<file path="src/rtl/dbg_cmd_if.sv">
// Byte-stream link to the debug UART plus the system bus master port of the debug command engine.
interface dbg_cmd_if #(
  parameter int ADDR_W = 32,
  parameter int DATA_W = 32
);
  logic              rx_valid;
  logic [7:0]        rx_data;
  logic              tx_valid;
  logic [7:0]        tx_data;
  logic              tx_ready;
  logic              bus_req;
  logic              bus_we;
  logic [ADDR_W-1:0] bus_addr;
  logic [DATA_W-1:0] bus_wdata;
  logic [DATA_W-1:0] bus_rdata;
  logic              bus_ack;

  modport master (
    input  rx_valid, rx_data, tx_ready, bus_rdata, bus_ack,
    output tx_valid, tx_data, bus_req, bus_we, bus_addr, bus_wdata
  );

  modport slave (
    output rx_valid, rx_data, tx_ready, bus_rdata, bus_ack,
    input  tx_valid, tx_data, bus_req, bus_we, bus_addr, bus_wdata
  );
endinterface

</file>
<file path="src/rtl/dbg_cmd_engine.sv">
// Debug command engine: parses "+XY<args>" frames from the UART byte stream, drives the bus
// master port and CPU halt/reset lines, and streams the response back byte by byte.
module dbg_cmd_engine #(
  parameter int ADDR_W       = 32,
  parameter int DATA_W       = 32,
  parameter int MAX_BURST    = 16,
  parameter int BUS_TIMEOUT  = 255,
  parameter int RX_TIMEOUT   = 100000,
  parameter int RESET_CYCLES = 16
) (
  input  logic        clk,
  input  logic        reset,
  dbg_cmd_if.master   io,
  input  logic [31:0] cpu_pc,
  output logic        ds_cpu_halt,
  output logic        ds_cpu_reset
);
  localparam int ABYTES = ADDR_W / 8;
  localparam int DBYTES = DATA_W / 8;
  localparam int IDX_W  = (MAX_BURST > 1) ? $clog2(MAX_BURST) : 1;
  localparam int RX_TW  = $clog2(RX_TIMEOUT + 1);
  localparam int BUS_TW = $clog2(BUS_TIMEOUT + 1);
  localparam int RST_TW = $clog2(RESET_CYCLES + 1);

  typedef enum logic [2:0] {IDLE, CMD1, CMD2, ARG, BUS, RSTP, SEND} state_t;
  typedef enum logic [2:0] {C_HL, C_RE, C_ST, C_PC, C_MR, C_MW, C_RS, C_BAD} cmd_t;
  typedef enum logic [1:0] {R_OK, R_NO, R_TO} resp_t;

  state_t            state, state_next;
  cmd_t              cmd, cmd_dec;
  resp_t             resp;
  logic [7:0]        cmd0;
  logic              halted;
  logic              cpu_reset_n;
  logic [3:0]        arg_cnt;
  logic [ADDR_W-1:0] addr_sh;
  logic [DATA_W-1:0] wdata_sh;
  logic [7:0]        nwords;
  logic [7:0]        word_idx;
  logic [31:0]       pc_cap;
  logic [RX_TW-1:0]  rx_tmr;
  logic [BUS_TW-1:0] bus_tmr;
  logic [RST_TW-1:0] rst_tmr;
  logic [15:0]       resp_len;
  logic [15:0]       tx_idx;
  logic [IDX_W-1:0]  word_sel;
  logic [1:0]        byte_sel;
  logic              req_q;
  logic              we_q;
  logic [ADDR_W-1:0] addr_q;
  logic [DATA_W-1:0] wdata_q;
  logic [DATA_W-1:0] rbuf [MAX_BURST];

  logic              rx_expired;
  logic              arg_last;
  logic              mr_legal;
  logic              bus_fire;
  logic              bus_expired;
  logic              last_word;
  logic              tx_fire;
  logic              tx_last;
  logic              rst_done;
  logic [7:0]        tx_byte;
  logic [DATA_W-1:0] rd_word;
  logic [1:0]        pc_sel;

  assign rx_expired  = (rx_tmr == RX_TW'(RX_TIMEOUT - 1));
  assign arg_last    = (arg_cnt == ((cmd == C_MW) ? 4'(ABYTES + DBYTES - 1) : 4'(ABYTES)));
  assign mr_legal    = halted && (io.rx_data != 8'd0) && (int'(io.rx_data) <= MAX_BURST);
  assign bus_fire    = req_q && io.bus_ack;
  assign bus_expired = req_q && !io.bus_ack && (bus_tmr == BUS_TW'(BUS_TIMEOUT - 1));
  assign last_word   = (word_idx == nwords - 8'd1);
  assign tx_fire     = (state == SEND) && io.tx_ready;
  assign tx_last     = (tx_idx == resp_len - 16'd1);
  assign rst_done    = (rst_tmr == RST_TW'(RESET_CYCLES - 1));

  // Command decode works on the byte arriving in CMD2 so the verdict is ready that same cycle.
  always_comb begin
    cmd_dec = C_BAD;
    case ({cmd0, io.rx_data})
      "HL":    cmd_dec = C_HL;
      "RE":    cmd_dec = C_RE;
      "ST":    cmd_dec = C_ST;
      "PC":    cmd_dec = C_PC;
      "MR":    cmd_dec = C_MR;
      "MW":    cmd_dec = C_MW;
      "RS":    cmd_dec = C_RS;
      default: cmd_dec = C_BAD;
    endcase
  end

  always_ff @(posedge clk) begin
    if (reset) state <= IDLE;
    else       state <= state_next;
  end

  always_comb begin
    state_next = state;
    case (state)
      IDLE: if (io.rx_valid && io.rx_data == 8'h2B) state_next = CMD1;
      CMD1: begin
        if (io.rx_valid)     state_next = CMD2;
        else if (rx_expired) state_next = IDLE;
      end
      CMD2: begin
        if (io.rx_valid) begin
          case (cmd_dec)
            C_MR, C_MW: state_next = ARG;
            C_RS:       state_next = RSTP;
            default:    state_next = SEND;
          endcase
        end else if (rx_expired) begin
          state_next = IDLE;
        end
      end
      ARG: begin
        if (io.rx_valid && arg_last)
          state_next = (((cmd == C_MR) ? mr_legal : halted)) ? BUS : SEND;
        else if (!io.rx_valid && rx_expired)
          state_next = IDLE;
      end
      BUS: begin
        if (bus_fire && (we_q || last_word)) state_next = SEND;
        else if (bus_expired)                state_next = SEND;
      end
      RSTP: if (rst_done) state_next = SEND;
      SEND: if (tx_fire && tx_last) state_next = IDLE;
      default: state_next = IDLE;
    endcase
  end

  // Datapath: argument assembly, bus sequencing, reset pulse timing and response indexing.
  always_ff @(posedge clk) begin
    if (reset) begin
      cmd         <= C_BAD;
      resp        <= R_OK;
      cmd0        <= 8'h00;
      halted      <= 1'b0;
      cpu_reset_n <= 1'b1;
      arg_cnt     <= '0;
      addr_sh     <= '0;
      wdata_sh    <= '0;
      nwords      <= '0;
      word_idx    <= '0;
      pc_cap      <= '0;
      rx_tmr      <= '0;
      bus_tmr     <= '0;
      rst_tmr     <= '0;
      resp_len    <= '0;
      tx_idx      <= '0;
      word_sel    <= '0;
      byte_sel    <= '0;
      req_q       <= 1'b0;
      we_q        <= 1'b0;
      addr_q      <= '0;
      wdata_q     <= '0;
    end else begin
      if ((state == CMD1 || state == CMD2 || state == ARG) && !io.rx_valid)
        rx_tmr <= rx_tmr + RX_TW'(1);
      else
        rx_tmr <= '0;

      case (state)
        CMD1: if (io.rx_valid) cmd0 <= io.rx_data;
        CMD2: begin
          if (io.rx_valid) begin
            cmd      <= cmd_dec;
            arg_cnt  <= '0;
            tx_idx   <= '0;
            word_sel <= '0;
            byte_sel <= '0;
            resp     <= R_OK;
            resp_len <= 16'd2;
            case (cmd_dec)
              C_HL:  halted <= 1'b1;
              C_RE:  halted <= 1'b0;
              C_ST:  resp_len <= 16'd3;
              C_PC: begin
                resp_len <= 16'd6;
                pc_cap   <= cpu_pc;
              end
              C_RS: begin
                cpu_reset_n <= 1'b0;
                rst_tmr     <= '0;
              end
              C_BAD: resp <= R_NO;
              default: ;
            endcase
          end
        end
        ARG: begin
          if (io.rx_valid) begin
            arg_cnt <= arg_cnt + 4'd1;
            if (arg_cnt < 4'(ABYTES)) addr_sh  <= (addr_sh << 8) | ADDR_W'(io.rx_data);
            else                      wdata_sh <= (wdata_sh << 8) | DATA_W'(io.rx_data);
            if (arg_last) begin
              if (state_next == BUS) begin
                addr_q   <= addr_sh;
                we_q     <= (cmd == C_MW);
                wdata_q  <= (wdata_sh << 8) | DATA_W'(io.rx_data);
                nwords   <= io.rx_data;
                word_idx <= '0;
                bus_tmr  <= '0;
              end else begin
                resp <= R_NO;
              end
            end
          end
        end
        BUS: begin
          // Request is raised only from an idle cycle, which yields one gap cycle between burst words.
          if (!req_q) begin
            req_q   <= 1'b1;
            bus_tmr <= '0;
          end else if (io.bus_ack) begin
            req_q   <= 1'b0;
            bus_tmr <= '0;
            if (!we_q) begin
              word_idx <= word_idx + 8'd1;
              addr_q   <= addr_q + ADDR_W'(DBYTES);
              if (last_word) resp_len <= 16'(nwords) * 16'(DBYTES) + 16'd2;
            end
          end else if (bus_expired) begin
            req_q <= 1'b0;
            resp  <= R_TO;
          end else begin
            bus_tmr <= bus_tmr + BUS_TW'(1);
          end
        end
        RSTP: begin
          if (rst_done) cpu_reset_n <= 1'b1;
          else          rst_tmr <= rst_tmr + RST_TW'(1);
        end
        SEND: begin
          if (tx_fire) begin
            tx_idx <= tx_idx + 16'd1;
            if (tx_idx >= 16'd2) begin
              if (byte_sel == 2'(DBYTES - 1)) begin
                byte_sel <= '0;
                word_sel <= word_sel + IDX_W'(1);
              end else begin
                byte_sel <= byte_sel + 2'd1;
              end
            end
          end
        end
        default: ;
      endcase
    end
  end

  always_ff @(posedge clk) begin
    if (state == BUS && bus_fire && !we_q) rbuf[word_idx[IDX_W-1:0]] <= io.bus_rdata;
  end

  // Response bytes are derived from the index: two status characters, then the payload.
  always_comb begin
    tx_byte = 8'h00;
    rd_word = rbuf[word_sel];
    pc_sel  = 2'(tx_idx - 16'd2);
    if (tx_idx == 16'd0) begin
      case (resp)
        R_OK:    tx_byte = "O";
        R_NO:    tx_byte = "N";
        default: tx_byte = "T";
      endcase
    end else if (tx_idx == 16'd1) begin
      tx_byte = (resp == R_OK) ? "K" : "O";
    end else begin
      case (cmd)
        C_ST:    tx_byte = halted ? "H" : "R";
        C_PC:    tx_byte = 8'(pc_cap >> (8 * (3 - int'(pc_sel))));
        C_MR:    tx_byte = 8'(rd_word >> (8 * (DBYTES - 1 - int'(byte_sel))));
        default: tx_byte = 8'h00;
      endcase
    end
  end

  assign io.tx_valid  = (state == SEND);
  assign io.tx_data   = (state == SEND) ? tx_byte : 8'h00;
  assign io.bus_req   = req_q;
  assign io.bus_we    = we_q;
  assign io.bus_addr  = addr_q;
  assign io.bus_wdata = wdata_q;
  assign ds_cpu_halt  = halted;
  assign ds_cpu_reset = cpu_reset_n;
endmodule

</file>
<file path="src/flat_wrapper.sv">
// flat-port wrapper written by rule: the top's interface ports become plain ports
module dbg_cmd_engine_flat 
#(
  parameter int ADDR_W       = 32,
  parameter int DATA_W       = 32,
  parameter int MAX_BURST    = 16,
  parameter int BUS_TIMEOUT  = 255,
  parameter int RX_TIMEOUT   = 100000,
  parameter int RESET_CYCLES = 16
)
  (clk, reset, cpu_pc, ds_cpu_halt, ds_cpu_reset, io_rx_valid, io_rx_data, io_tx_ready, io_bus_rdata, io_bus_ack, io_tx_valid, io_tx_data, io_bus_req, io_bus_we, io_bus_addr, io_bus_wdata);
  dbg_cmd_if #(.ADDR_W(ADDR_W), .DATA_W(DATA_W)) io_i ();
  input  logic clk;
  input  logic reset;
  input  logic [31:0] cpu_pc;
  output logic ds_cpu_halt;
  output logic ds_cpu_reset;
  input wire logic [$bits(io_i.rx_valid)-1:0] io_rx_valid;
  input wire logic [$bits(io_i.rx_data)-1:0] io_rx_data;
  input wire logic [$bits(io_i.tx_ready)-1:0] io_tx_ready;
  input wire logic [$bits(io_i.bus_rdata)-1:0] io_bus_rdata;
  input wire logic [$bits(io_i.bus_ack)-1:0] io_bus_ack;
  output wire logic [$bits(io_i.tx_valid)-1:0] io_tx_valid;
  output wire logic [$bits(io_i.tx_data)-1:0] io_tx_data;
  output wire logic [$bits(io_i.bus_req)-1:0] io_bus_req;
  output wire logic [$bits(io_i.bus_we)-1:0] io_bus_we;
  output wire logic [$bits(io_i.bus_addr)-1:0] io_bus_addr;
  output wire logic [$bits(io_i.bus_wdata)-1:0] io_bus_wdata;
  assign io_i.rx_valid = io_rx_valid;
  assign io_i.rx_data = io_rx_data;
  assign io_i.tx_ready = io_tx_ready;
  assign io_i.bus_rdata = io_bus_rdata;
  assign io_i.bus_ack = io_bus_ack;
  assign io_tx_valid = io_i.tx_valid;
  assign io_tx_data = io_i.tx_data;
  assign io_bus_req = io_i.bus_req;
  assign io_bus_we = io_i.bus_we;
  assign io_bus_addr = io_i.bus_addr;
  assign io_bus_wdata = io_i.bus_wdata;
  dbg_cmd_engine #(.ADDR_W(ADDR_W), .DATA_W(DATA_W), .MAX_BURST(MAX_BURST), .BUS_TIMEOUT(BUS_TIMEOUT), .RX_TIMEOUT(RX_TIMEOUT), .RESET_CYCLES(RESET_CYCLES)) u_core (.clk(clk), .reset(reset), .io(io_i), .cpu_pc(cpu_pc), .ds_cpu_halt(ds_cpu_halt), .ds_cpu_reset(ds_cpu_reset));
endmodule
</file>
<file path="config.mk">
export PLATFORM = sky130hd
export DESIGN_NAME = dbg_cmd_engine_flat
export DESIGN_NICKNAME = d
export VERILOG_FILES = /design/src/rtl/dbg_cmd_if.sv /design/src/rtl/dbg_cmd_engine.sv /design/src/flat_wrapper.sv
export SDC_FILE = /design/constraint.sdc
export NUM_CORES = 1
export LEC_CHECK = 0
export CAP_MARGIN = 10
export CORE_MARGIN = 3
export CORE_UTILIZATION = 54
export DETAILED_ROUTE_END_ITERATION = 8
export GPL_TIMING_DRIVEN = 1
export PLACE_DENSITY = 0.79
export SLEW_MARGIN = 20
export SYNTH_ARGS = -nofsm -noshare
export SYNTH_HDL_FRONTEND = slang
export SYNTH_SLANG_ARGS = --single-unit
</file>
<file path="constraint.sdc">
create_clock -name clk -period 4.1 [get_ports clk]
set_input_delay 0.615 -clock clk [delete_from_list [all_inputs] [get_ports clk]]
set_output_delay 0.615 -clock clk [all_outputs]
set_load 0.02 [all_outputs]
</file>
==> impl_metrics.csv, run 1 <==
group,metric,value,unit
outcome,outcome,"complete, no violations",
setup_path,arrival,3.40,ns
place,port_buffers,153,
global_routing,grt_overflow,0,
global_routing,antenna_found_initial,6,
clock_network,cts.path.max_buffers,3,
global_routing,gr-usage-all-layers,0.271,
layout,final_area,36800,um^2
floorplan,die_area,61100,um^2
synthesis,synth_async_sr_flop_share,0,
synthesis,synth_top_family_by_area,"simple AND/OR/NAND/NOR gates",
setup_path,max_stage_delay,0.52,ns
synthesis,synth_compound_area_frac,0.0863,
timing,finalCriticalPeriod,4.01,ns
drt,drt_iter0_drc,2444,
synthesis,synth_top_area_cell,"edfxtp_1",
layout,layout-drive-gt1-share,0.145,
timing,fin_crit_sh,0.979,
synthesis,synth-xor-area-share,0.0148,
floorplan,core-area,56900,um^2
drt,vias,21591,
place,placed_area,34100,um^2
synthesis,yosysSeqAreaShare,0.649,
drt,drt_wl_total,82.9,mm
global_routing,grt_pass1_wl,126,mm
power_and_ir_drop,irDropWorstVdd,0.330,mV
drt,drc_errors,0,
synthesis,ys.flop_type,"edfxtp_1",
timing,slew_headroom,0.281,
timing,tightest_slew,1.08,ns
setup_path,cp_cell_sequence,"buf_4 > bufbuf_16 > mux4_2 > a22oi_1 > a21oi_1 > nor2_1 > a21oi_1 > a32oi_1 > nor2_1 > dlygate4sd2_1",
drt,ant_nets,0,
clock_network,htree_levels,3,
place,hpwl,45.4,mm
global_routing,grt_max_degree,81,
place,pre_cts_slack,0.340,ns
layout,nets,2641,
synthesis,synth-simple-area-share,0.114,
setup_path,startpoint_type,"flip-flop",
setup_path,crit_buf_inv,3,
power_and_ir_drop,leakage,11.4,nW
timing,hold_viol,0,
clock_network,cts_tree,"built",
synthesis,synth_edf_count,512,
timing,skew,0.0251,ns
global_routing,grt_pass1_vias,21135,
timing,setup-violations-final,0,
setup_path,cpLargestDelayFamily,"compound AO/OA/AOI/OAI gates",
setup_path,worstPathMaxFanout,10,
synthesis,yosysWarnings,0,
floorplan,io_pins,154,
synthesis,ys_types,75,
floorplan,initial_core_util,0.552,
setup_path,end_kind,"output pin",
floorplan,die_w,247,um
place,gp_congestion,0.859,
synthesis,muxShareOfSynthArea,0.106,
timing,fmax,249,MHz
clock_network,root_buffer,"clkbuf_16",
worst_hold_path,hold_class,"input pin to flip-flop",
floorplan,dieHeight,247,um
drt,viasPerCell,6.43,
setup_path,worstPathRequired,3.48,ns
setup_path,slowest_stage,"mux4_2",
synthesis,synth_top_area_frac,0.489,
layout,syn_to_final_growth,17.0,%
clock_network,worstSkewPairLatency,0.62,ns
layout,final_common_cell,"edfxtp_1",
clock_network,clk_pin_slew_worst_paths,0.06,ns
setup_path,crit_type,"flip-flop to output pin",
power_and_ir_drop,total_power,15.3,mW
synthesis,syn_area_per_cell,13.2,um^2
synthesis,syn_area,31400,um^2
synthesis,synth_area_leaders,"edfxtp_1 (49%), dfxtp_1 (16%), mux4_2 (10%), nand2_1 (4.4%), a21oi_1 (3.6%)",
synthesis,syn-num-nets,2478,
synthesis,synthCells,2382,
floorplan,rows,87,
synthesis,ys_ff_latch,762,
timing,layout_setup_ws,0.0851,ns
layout,fill_cells,3901,
timing,report.final.slew_viol_count,0,
power_and_ir_drop,p_per_area,416,nW/um^2
synthesis,synth_fa_ha_area_frac,0.00757,
timing,finalSetupTns,0,ns
run,cap_violations,0,
layout,layout_common_cells,"edfxtp_1 (512), nand2_1 (368), dfxtp_1 (248)",
clock_network,clock_sinks,762,
drt,detail_route.wl_per_cell,24.7,um
clock_network,cts_buffers,77,
drt,dr.pass1.iters,5,
timing,rsz0062_at_grt,"false",
[where the power goes]
part	internal [mW]	total, mW	leakage (nW)	switching, mW
Clock	4.00	6.87	1.20	2.88
Sequential	8.18	8.19	6.61	0.000192
Combinational	0.0775	0.220	3.63	0.142
Total	12.3	15.3	11.4	3.02
[logic make-up after synthesis]
family | count (synthesis)
flip-flops | 762
multiplexers | 159
AND/OR/NAND/NOR | 772
adder cells (fa/ha/maj) | 19
XOR/XNOR | 53
AO/OA/AOI/OAI | 448
buffers and inverters | 169
[cell type report]
class,instances,area (um^2),area share
sequential,762,20400,0.555
multi-input combinational,1451,10500,0.286
timing repair buffer,227,2340,0.0637
clock buffer,108,2200,0.0598
tap,756,946,0.0257
clock inverter,24,259,0.00705
inverter,26,97.6,0.00266
antenna,3,7.51,0.000204
[worst paths after layout]
path | start | to | slack, ns | cells past startpoint
setup / recovery | flip-flop | io_tx_data[7] | 0.09 | 10
hold / removal | reset | u_core.arg_cnt[0]$_SDFFE_PP0P_ | 0.41 | 2
setup reg to reg | u_core.resp_len[0]$_SDFFE_PP0P_ | u_core.state[1]$_SDFF_PP0_ | 1.05 | 9
hold reg to reg | u_core.pc_cap[23]$_SDFFE_PP0P_ | u_core.pc_cap[23]$_SDFFE_PP0P_ | 0.45 | 2
[metal layers]
layer | vias to the layer above | GRT usage | routed length, um
met5 | - | 0 | 56
met2 | 1265 | 0.434 | 40000
li1 | 9369 | - | -
met3 | 235 | 0.0594 | 8260
met1 | 10714 | 0.368 | 31700
met4 | 8 | 0.0977 | 2810
[synth_stat cells, types with 15 or more instances]
cell type and instances:
edfxtp_1 512, xor2_1 35, clkbuf_1 96, o31ai_1 15
buf_1 18, a211oi_1 15, xnor2_1 18, inv_1 26
or3_1 18, a22oi_1 56, mux4_2 139, nand4_1 28
nor2_1 119, ha_1 19, dfxtp_1 250, o21ai_0 51
mux2i_1 16, nand3_1 59, nor3_1 61, nand3b_1 16
buf_2 22, a31oi_1 20, nand2b_1 16, a21oi_1 223
nand2_1 370
[worst reg2reg max path, stage by stage (launching register included)]
cell,delay [ns]
dfxtp_1,0.37
inv_1,0.10
ha_1,0.25
or4b_4,0.53
nor3_1,0.32
a21oi_1,0.13
or3b_1,0.37
a32o_1,0.29
o31ai_2,0.44
a31oi_1,0.13
[metrics by stage]
step | utilization | cells | hold WS (ns)
6_report | 0.646 | 3357 | 0.414
5_1_grt | 0.645 | 3355 | 0.416
4_1_cts | 0.645 | 3354 | 0.383
3_5_place_dp | 0.599 | 3215 | 0.441
3_3_place_gp | 0.599 | 3215 | 0.437
2_1_floorplan | - | 2382 | 0.429
[state kept, by name (all words and copies together), names as in the netlist, 3 cells and up, named ones only]
name                 count
u_core.addr_sh          32
u_core.arg_cnt           4
u_core.bus_tmr           8
u_core.cmd               3
u_core.cmd0              8
u_core.io.bus_addr      32
u_core.io.bus_wdata     32
u_core.pc_cap           32
u_core.rbuf            512
u_core.resp_len         10
u_core.rst_tmr           5
u_core.rx_tmr           17
u_core.state             3
u_core.tx_idx           16
u_core.wdata_sh         24
u_core.word_idx          8
u_core.word_sel          4
[what timing repair did]
| item | 4_1_cts | 5_1_grt |
|---|---|---|
| gates resized for setup | 16 | 10 |
| hold buffers | 0 | 0 |
| buffers inserted | 3 | 0 |
| setup endpoints to repair | 8 | 6 |
| gates cloned | 4 | 0 |
| pin swaps | 0 | 2 |
(Power assumes the default switching activity.)
==> run 2: changes to the inputs <==
--- a/config.mk
+++ b/config.mk
@@ -5,7 +5,7 @@
 export SDC_FILE = /design/constraint.sdc
 export NUM_CORES = 1
 export LEC_CHECK = 0
-export CAP_MARGIN = 10
+export CAP_MARGIN = 5
 export CORE_MARGIN = 3
 export CORE_UTILIZATION = 54
 export DETAILED_ROUTE_END_ITERATION = 8
==> results of run 2 <==
Final layout, timing and power as in run 1 (identical DEF).
==> edit 1: new RTL, flow settings as in run 1 <==
`RX_TIMEOUT` is set to 100000 in 2 places; all go to 25000.
--- a/src/rtl/dbg_cmd_engine.sv
+++ b/src/rtl/dbg_cmd_engine.sv
@@ -5,7 +5,7 @@
   parameter int DATA_W       = 32,
   parameter int MAX_BURST    = 16,
   parameter int BUS_TIMEOUT  = 255,
-  parameter int RX_TIMEOUT   = 100000,
+  parameter int RX_TIMEOUT   = 25000,
   parameter int RESET_CYCLES = 16
 ) (
   input  logic        clk,
--- a/src/flat_wrapper.sv
+++ b/src/flat_wrapper.sv
@@ -5,7 +5,7 @@
   parameter int DATA_W       = 32,
   parameter int MAX_BURST    = 16,
   parameter int BUS_TIMEOUT  = 255,
-  parameter int RX_TIMEOUT   = 100000,
+  parameter int RX_TIMEOUT   = 25000,
   parameter int RESET_CYCLES = 16
 )
   (clk, reset, cpu_pc, ds_cpu_halt, ds_cpu_reset, io_rx_valid, io_rx_data, io_tx_ready, io_bus_rdata, io_bus_ack, io_tx_valid, io_tx_data, io_bus_req, io_bus_we, io_bus_addr, io_bus_wdata);
Check against the original RTL: not settled (the Yosys comparison gave no result); the edit may change what the design does.
==> edit 1 against run 1 <==
- the flow now finishes with violations (setup timing)
- area after synthesis shrank 0.63%
- register-to-register slack lost 220 ps
- sequential cell count shrank 2
- setup slack lost 120 ps
- total power shrank 0.76%
- global-route usage grew 1.1 points
- via count shrank 3.9%
- die area shrank 0.62%
- final area grew 0.74%
- sequential power is essentially flat
- routed wire length grew 2.7%
- sequential share of layout area shrank 0.51 points
- largest power group unchanged
==> edit 1: results (changes against run 1) <==
| Metric | Value |
|---|---|
| Final HPWL DP | `47.24 mm (+4.0%)` |
| Routed vias | `20.74k (-3.9%)` |
| Nets | `2523 (-4.5%)` |
| Routed met1 length | `31.41 mm (-1.1%)` |
| FILL cells | `3829 (-1.8%)` |
| Post-CTS sizing | `69 (+53)` |
| Worst-Skew Late Latency | `640 ps (+20 ps)` |
| Final wirelength | `85.09 mm (+2.7%)` |
| Most frequent cells after synthesis | `512 x edfxtp_1, 346 x nand2_1, 248 x dfxtp_1, 192 x a21oi_1, 170 x mux4_2` |
| Critical Path AT | `3520 ps (+120 ps)` |
| Final setup TNS | `-76.91 ps (-76.91 ps)` |
| Synth Area in Adders | `0.7616% (+0.0048 points)` |
| Met3 usage in global routing | `5.398% (-0.54 points)` |
| Failing checks | `setup timing` |
| Syn Nets | `2337 (-5.7%)` |
| Pwr Total | `15.16 mW (-0.76%)` |
| Synth area leaders | `edfxtp_1 49%, dfxtp_1 16%, mux4_2 12%` |
| GR Util met2 | `47.15% (+3.7 points)` |
| Outcome | `finished with violations` |
| Dpl cells | `3087 (-4.0%)` |
| Slew headroom | `31.52% (+3.4 points)` |
| Worst path max stage delay | `550 ps (+30 ps)` |
| Fin cells | `3243 (-3.4%)` |
| Routed met2 length | `42.65 mm (+6.6%)` |
| R2r setup slk | `830 ps (-220 ps)` |
| Seq pwr | `8.16 mW (about the same)` |
| Final setup slack of the worst path | `-38.25 ps (-123.4 ps)` |
| Area share of xor/xnor cells in the synthesized design | `1.712% (+0.23 points)` |
| Metal3 WL | `7.920 mm (-4.1%)` |
| R2r startpoint | `u_core.state[1]$_SDFF_PP0_` |
| Fin Clk Skew | `36.11 ps (+10.98 ps)` |
| Internal power | `12.04 mW (-1.8%)` |
| Post-CTS Setup Repair Bufs | `11 (+8)` |
| Setup violators final | `4 (+4)` |
| GP Congestion | `0.9290 (+8.2%)` |
| Mux cell area share after synthesis | `12.56% (+1.9 points)` |
| Share of cells above drive strength 1 | `18.64% (+4.1 points)` |
| Num CTS Buffers | `74 (-3.9%)` |
| Leakage | `11.68 nW (+2.0%)` |
| Clk pwr share | `44.7% (-0.3 points)` |
| GR Util met1 | `36.39% (-0.37 points)` |
-- edit 1: changes by cell type in the layout (fill, tap and decap cells not counted), moves of 11 or more --
cell	before	now
o221a_2	1	25
o21ai_0	51	32
or3_1	18	7
nor2_1	104	118
nor3_1	53	25
a21oi_1	220	189
and3_1	12	23
nand2_1	368	343
mux4_2	139	170
buf_12	9	25
a22oi_1	56	10
-- edit 1: metrics by stage --
stage / area (um2) / hold WS, ps
after floorplan: 31240 / 417.9
after global placement: 34100 / 428.9
after detailed placement: 34100 / 440.7
after CTS: 36990 / 279.0
after global routing: 37020 / 312.7
final: 37020 / 315.4
-- edit 1: layout make-up --
class	instances	share of cell area, %
sequential	760	54.96
timing repair buffer	244	7.550
inverter	30	0.3041
clock buffer	96	5.502
tap	756	2.555
clock inverter	37	0.9665
multi-input combinational	1317	28.14
antenna	3	0.02028
==> edit 2: new RTL, flow settings as in run 1 <==
Without the edit above. The 8 values of `cmd_t` get a one-hot encoding in 8 bits.
--- a/src/rtl/dbg_cmd_engine.sv
+++ b/src/rtl/dbg_cmd_engine.sv
@@ -23,7 +23,7 @@
   localparam int RST_TW = $clog2(RESET_CYCLES + 1);
 
   typedef enum logic [2:0] {IDLE, CMD1, CMD2, ARG, BUS, RSTP, SEND} state_t;
-  typedef enum logic [2:0] {C_HL, C_RE, C_ST, C_PC, C_MR, C_MW, C_RS, C_BAD} cmd_t;
+  typedef enum logic [7:0] {C_HL = 8'b00000001, C_RE = 8'b00000010, C_ST = 8'b00000100, C_PC = 8'b00001000, C_MR = 8'b00010000, C_MW = 8'b00100000, C_RS = 8'b01000000, C_BAD = 8'b10000000} cmd_t;
   typedef enum logic [1:0] {R_OK, R_NO, R_TO} resp_t;
 
   state_t            state, state_next;
Formal check against the unedited RTL: no difference found for any inputs over 4 cycles, from zero or initial values and one cycle with reset high; so few cycles prove little.
==> edit 2 against run 1 <==
- total power rose by 1.1%
- global-route usage fell by 0.40 points
- sequential cell count rose by 5
- setup slack got worse by 9.8 ps
- final area rose by 0.82%
- critical path depth rose by 2
- die area rose by 0.23%
- synthesized cell count fell by 0.63%
- routed wire length fell by 0.47%
- area after synthesis rose by 0.23%
- via count fell by 1.2%
- critical path type unchanged
- critical endpoint is now io_tx_data[0]
==> edit 2: results (changes against run 1) <==
| Metric | Value |
|---|---|
| Outcome | `finished, final reports clean` |
| Dpl cells | `3210 (-0.16%)` |
| Number of synthesized flops with an enable pin | `512 (unchanged)` |
| Synth area leaders | `edfxtp_1 49%, dfxtp_1 16%, mux4_2 9.7%` |
| Largest net degree at the start of global routing | `85 (+4.9%)` |
| Seq pwr | `8.23 mW (+0.5%)` |
| Post-Syn Area per Cell | `13.30 um2 (+0.87%)` |
| Mean number of vias per cell | `6.345 (-1.3%)` |
| Initial antenna violation count | `7 (+1)` |
| DR pass1 iterations | `6 (+1)` |
| Final HPWL DP | `46.73 mm (+2.9%)` |
| Non-clk bufs | `243 (+7.0%)` |
| Fin Clk Skew | `24.70 ps (-0.4268 ps)` |
| Gr usage total | `26.69% (-0.40 points)` |
| Number of global-route vias before repair | `20.90k (-1.1%)` |
| Final non-clock buffer share | `6.689% (+0.32 points)` |
| Clock-cell share | `6.781% (+0.094 points)` |
| Slowest cell on crit path | `dfxtp_4` |
| Multi-input gate count | `1435 (-1.1%)` |
| Nets | `2640 (-0.038%)` |
| Num CTS Buffers | `78 (+1.3%)` |
| Critical Path AT | `3410 ps (about the same)` |
| First-pass GRT wire length | `124.2 mm (-1.4%)` |
| GP Congestion | `0.9601 (+12%)` |
| CLK BUF | `94 (-13%)` |
| Syn Nets | `2463 (-0.61%)` |
| Setup WS pre-CTS | `324.2 ps (-15.77 ps)` |
| Worst Tran Pin Value | `1029 ps (-49.78 ps)` |
| # clock sinks | `767 (+0.66%)` |
| Share of cells above drive strength 1 | `15.17% (+0.62 points)` |
| Cell variety after synth | `70 (-6.7%)` |
| GR Util met1 | `35.23% (-1.5 points)` |
| Peak supply drop | `0.3914 mV (+19%)` |
| Fin cells | `3363 (+0.18%)` |
| Most frequent cells after synthesis | `512 x edfxtp_1, 328 x nand2_1, 255 x dfxtp_1, 203 x a21oi_1, 175 x nor2_1` |
| R2r setup slk | `850 ps (-200 ps)` |
| Switching Share | `20.25% (+0.49 points)` |
| FILL cells | `4009 (+2.8%)` |
| Post-DR wirelength/cell | `24.53 um (-0.65%)` |
| Internal power | `12.31 mW (+0.45%)` |
| Leakage | `11.80 nW (+3.1%)` |
| Number of H-tree levels | `3 (unchanged)` |
| Worst path max stage delay | `400 ps (-120 ps)` |
| Multi-input gate area in the final layout | `10550 um2 (+0.35%)` |
| Seq/total area | `55.29% (-0.18 points)` |
| Starting DRT DRC Count | `2579 (+5.5%)` |
| Register area share after synthesis | `65.04% (+0.17 points)` |
| GR Util met2 | `43.62% (+0.18 points)` |
| Worst-path fanout max | `14 (+4)` |
| Tmin final | `4025 ps (+9.844 ps)` |
edit 2: cell types whose count changed after synthesis, moves of 11 or more:
cell,delta
nand2_1,-42
mux2i_1,+34
nor2_1,+56
a21oi_1,-20
clkbuf_1,+19
a22oi_1,+11
nor3_1,-29
buf_1,-13
edit 2: repair_timing:
action                     CTS  global route
setup endpoints to repair    8             6
hold buffers                 0             0
pin swaps                    0             0
gates resized for setup     17            15
cloned                       0             2
buffers inserted             5             4
edit 2: per-layer routing:
metal  vias to the layer above  wire length, um
li1                       9306                -
met1                     10608            31440
met2                      1226            40490
met3                       190             8035
met4                         8             2460
met5                         -               58
edit 2: worst max-delay path, delay by kind of cell (launching register included):
kind | cells | cell delay (ps)
AO/OA/AOI/OAI | 5 | 1040
buffers and inverters | 5 | 900
flip-flops | 1 | 400
multiplexers | 1 | 340
AND/OR/NAND/NOR | 1 | 70
edit 2: kinds of logic after synthesis:
kind of cell,synth area share (%)
xor gates and xnor gates,1.744
buffers and inverters,2.098
AOI/OAI and AO/OA,8.206
and+or+nand+nor,10.80
DFF,65.04
adders and majority gates,0.7550
muxes,11.35
edit 2: path summary, 6_finish.rpt:
path	startpoint	endpoint	cells after the start
worst max-delay path	flip-flop	io_tx_data[0]	12
worst min-delay path	reset	u_core.bus_tmr[5]$_SDFFE_PP0P_	2
worst min register to register	u_core.pc_cap[4]$_SDFFE_PP0P_	u_core.pc_cap[4]$_SDFFE_PP0P_	2
worst max register to register	u_core.cmd[1]$_SDFFE_PP0P_	u_core.io.bus_addr[6]$_SDFFE_PP0P_	8
edit 2: stage by stage:
stage	TNS (ps)	instance area, um2
floorplan	0	31500
global placement	0	34340
detailed placement	0	34340
CTS	0	36920
global route	-19.43	37050
finish	0	37050
